`config.mk`:
```
export PLATFORM = sky130hd
export DESIGN_NAME = gray_counter_enc
export DESIGN_NICKNAME = d
export VERILOG_FILES = /design/src/rtl/gray_counter_enc.sv
export SDC_FILE = /design/constraint.sdc
export NUM_CORES = 1
export LEC_CHECK = 0
export ABC_AREA = 1
export CAP_MARGIN = 20
export CORE_MARGIN = 5
export CORE_UTILIZATION = 46
export CTS_BUF_LIST = sky130_fd_sc_hd__clkbuf_4 sky130_fd_sc_hd__clkbuf_8
export DETAILED_ROUTE_END_ITERATION = 6
export PLACE_DENSITY = 0.8
export SYNTH_ARGS = -nofsm -noshare
export SYNTH_HDL_FRONTEND = slang
export SYNTH_SLANG_ARGS = --single-unit
```
`constraint.sdc`:
```
create_clock -name clk -period 3.15 [get_ports clk]
set_input_delay 0.945 -clock clk [delete_from_list [all_inputs] [get_ports clk]]
set_output_delay 0.945 -clock clk [all_outputs]
set_load 0.02 [all_outputs]
```
`src/rtl/gray_counter_enc.sv`:
```
// Loadable up/down binary counter whose state is also published as registered Gray code.
// It provides a per-bit Gray change mask, a wrap-around pulse and a live terminal-count flag.
module gray_counter_enc #(
   parameter int W = 4
) (
   input  logic         clk,
   input  logic         rst,
   input  logic         en,
   input  logic         up,
   input  logic         load,
   input  logic [W-1:0] din,
   output logic [W-1:0] bin,
   output logic [W-1:0] gray,
   output logic [W-1:0] chg,
   output logic         wrap,
   output logic         tc
);

   localparam logic [W-1:0] MaxVal = '1;
   localparam logic [W-1:0] ZeroVal = '0;
   localparam logic [W-1:0] OneVal = {{(W-1){1'b0}}, 1'b1};

   function automatic logic [W-1:0] bin2gray(input logic [W-1:0] b);
      return b ^ (b >> 1);
   endfunction

   logic [W-1:0] binQ, binD;
   logic [W-1:0] grayQ, grayD;
   logic [W-1:0] chgQ, chgD;
   logic         wrapQ, wrapD;

   // Gray code is derived from the next binary value, so bin and gray always line up.
   always_comb begin
      binD  = binQ;
      wrapD = 1'b0;
      if (load) begin
         binD = din;
      end else if (en) begin
         if (up) begin
            binD  = binQ + OneVal;
            wrapD = (binQ == MaxVal);
         end else begin
            binD  = binQ - OneVal;
            wrapD = (binQ == ZeroVal);
         end
      end
      grayD = bin2gray(binD);
      chgD  = grayQ ^ grayD;
   end

   always_ff @(posedge clk) begin
      if (rst) begin
         binQ  <= '0;
         grayQ <= '0;
         chgQ  <= '0;
         wrapQ <= 1'b0;
      end else begin
         binQ  <= binD;
         grayQ <= grayD;
         chgQ  <= chgD;
         wrapQ <= wrapD;
      end
   end

   assign bin  = binQ;
   assign gray = grayQ;
   assign chg  = chgQ;
   assign wrap = wrapQ;
   // Terminal count follows the live direction input, independent of en.
   assign tc   = up ? (binQ == MaxVal) : (binQ == ZeroVal);

endmodule

```
==> flow_summary.toml <==
[run_status]
status = "finished clean"

[floorplan]
dieArea_mm2 = 0.00224
dieWidth_um = 47.3
row_count = 13
die_h_um = 47.3
core_mm2 = 0.00132
start_util_pct = 48.6
ios = 23

[power_and_ir_drop]
power_switching_share_pct = 32.7
power_density_mw_per_mm2 = 474
p_sw_uw = 138
power_frac_comb_pct = 35.8
clockPowerShare_pct = 21.2
p_seq_share_pct = 43.1
ir_drop_mv = 0.279
total_leakage_power_nw = 0.413
intPower_uw = 284
power_uw = 422

[routing]
drt-pass1-iter-count = 4
vias = 611
routed_wl_um = 1320
wl_per_cell_um = 10.5
drtAntennaViolNets = 0
vias_per_cell = 4.85
drt_iter0_markers = 7
drcViolationCount = 0

[synthesis]
yosysWarnings = 0
yosys_most_used_dff = "dfxtp_1"
synth_edf_count = 0
syn-instance-count = 88
synth_nets = 100
synth_top_area_share_pct = 37.5
synth_top_cell_by_area = "dfxtp_1"
synth.avg_cell_area_um2 = 7.28
yosysSeqAreaShare_pct = 37.5
synth.top_cells.by_area = "dfxtp_1 (38%), nand2_1 (12%), nor2_1 (8.2%)"
ys_types = 24
syn_area_um2 = 641
yosys-top-cells-count = "nand2_1 (21), nor2_1 (14), dfxtp_1 (12)"
synth_most_common_cell = "nand2_1"
synthArstFlopShare_pct = 0
synth_seq_cells = 12

[sta]
fmax_mhz = 333
relSlewSlack_pct = 77.2
min_period_ps = 3010
setup_viol = 0
tightest_slew_ps = 333
layout_setup_ws_ps = 144
rsz0062_at_grt = "false"
timing.final.crit_share_pct = 95.4
slew_viol_final = 0
fin_setup_tns_ps = 0
report.final.hold_viol_count = 0
holdWs_ps = 511
finClkSkew_ps = 2.38

[clocking]
clockBufferDepth = 2
clock-sinks = 12
post_cts_buffers = 0
numCtsBuffers = 3
cts-root-buf = "clkbuf_4"
clk_pin_slew_ps = 60
clk_latency_ps = 270
htree_num_levels = 1
cts_tree = "done"

[worst_setup_path]
critPathKind = "input port to primary output"
timing.rr.end = "chg[0]"
cp-start-kind = "input port"
crit_fanout = 3
critPathArrivalTime_ps = 2060
reg2reg_depth = 7
r2r_setup_slack_ps = 1440
crit_required_ps = 2200
end_kind = "primary output"
reg2reg_from = "bin[0]"

[min_path]
holdPathStages = 2
min_from = "gray[1]"
hold_class = "flip-flop to flip-flop"
min_to = "chg[1]"

[layout]
fin_util_pct = 67.5
drive_gt1_share_pct = 11.7
fin_area_um2 = 890
instances_no_fill = 126
area.growth.synth_to_final_pct = 38.9
finalNetCount = 125
nFillCells = 112
num_antenna_cells = 0

[placed_design]
dp_cells = 123
dpl.hpwl_um = 1060
gp_congestion = 0.747
place_ws_ps = -134
portBuffers = 22
placed_area_um2 = 868

[run]
maxCapViolCount = 0

[global_routing]
grt_pass1_vias = 558
gr-total-overflow = 0
grt_usage_pct = 13.9
grt_pass1_wl_um = 2160
grt_max_degree = 10
antenna_found_initial = 0
==> flip-flops by register name, indices dropped and copies added (netlist names) <==
register	count
wrap	1
gray	3
bin	4
chg	4
==> how the worst max path moves through the flow <==
| stage | startpoint | to | cells after the start |
|---|---|---|---|
| floorplan | up | tc | 4 |
| global placement | up | tc | 6 |
| detailed placement | up | tc | 6 |
| CTS | up | tc | 6 |
| global route | up | tc | 6 |
| finish | up | tc | 6 |
==> cell type report <==
type,count,area (um^2),share of cell area (%)
flip-flops and latches,12,240,27.0
multi-input cells,64,352,39.5
inverters,10,37.5,4.22
well taps,15,18.8,2.11
clock buffers,3,22.5,2.53
repair buffers,22,219,24.6
==> worst max-delay path: stages <==
cell	delay, ps
clkdlybuf4s50_1	500
nand2_1	70
inv_1	60
nand4_1	90
nand2_1	70
dlygate4sd2_1	320
==> power groups by stage <==
stage	logic (mW)	registers [mW]	clock network, mW
2_1_floorplan	0.0705	0.206	0
5_1_grt	0.166	0.184	0.103
3_5_place_dp	0.153	0.185	0
6_report	0.151	0.182	0.0892
3_3_place_gp	0.149	0.185	0
4_1_cts	0.153	0.182	0.0947
==> cells in the final DEF (no fill, tap or decap), types with 3 or more instances in the layout <==
| cell type | instances |
|---|---|
| a21oi_1 | 3 |
| nand2_1 | 21 |
| clkbuf_4 | 3 |
| inv_1 | 8 |
| nand3_1 | 4 |
| xnor2_1 | 3 |
| nand2_2 | 4 |
| nor2_1 | 14 |
| clkdlybuf4s50_1 | 21 |
| dfxtp_1 | 12 |
==> kinds of logic (layout without fill, tap and decap cells) <==
group	after synthesis	after routing	share of synthesized area, %
compound gates	9	9	9.96
xor+xnor	3	3	4.10
fa+ha+maj	3	3	7.03
buf+inv	12	35	7.62
flops	12	12	37.5
simple gates	49	49	33.8
==> per-layer routing <==
layer  global-route usage, %  routed length, um  share of wire [%]
met3                    6.90                 98                7.4
met4                    3.87                  8               0.61
met5                       0                  0                  0
met2                    21.9                625                 47
met1                    16.6                585                 44
==> timing repair <==
item                                    in CTS  in global routing
endpoints found under the setup margin       1                  0
hold buffers                                 0                  0
resized for setup                            1                  0
(Power assumes the default switching activity.)
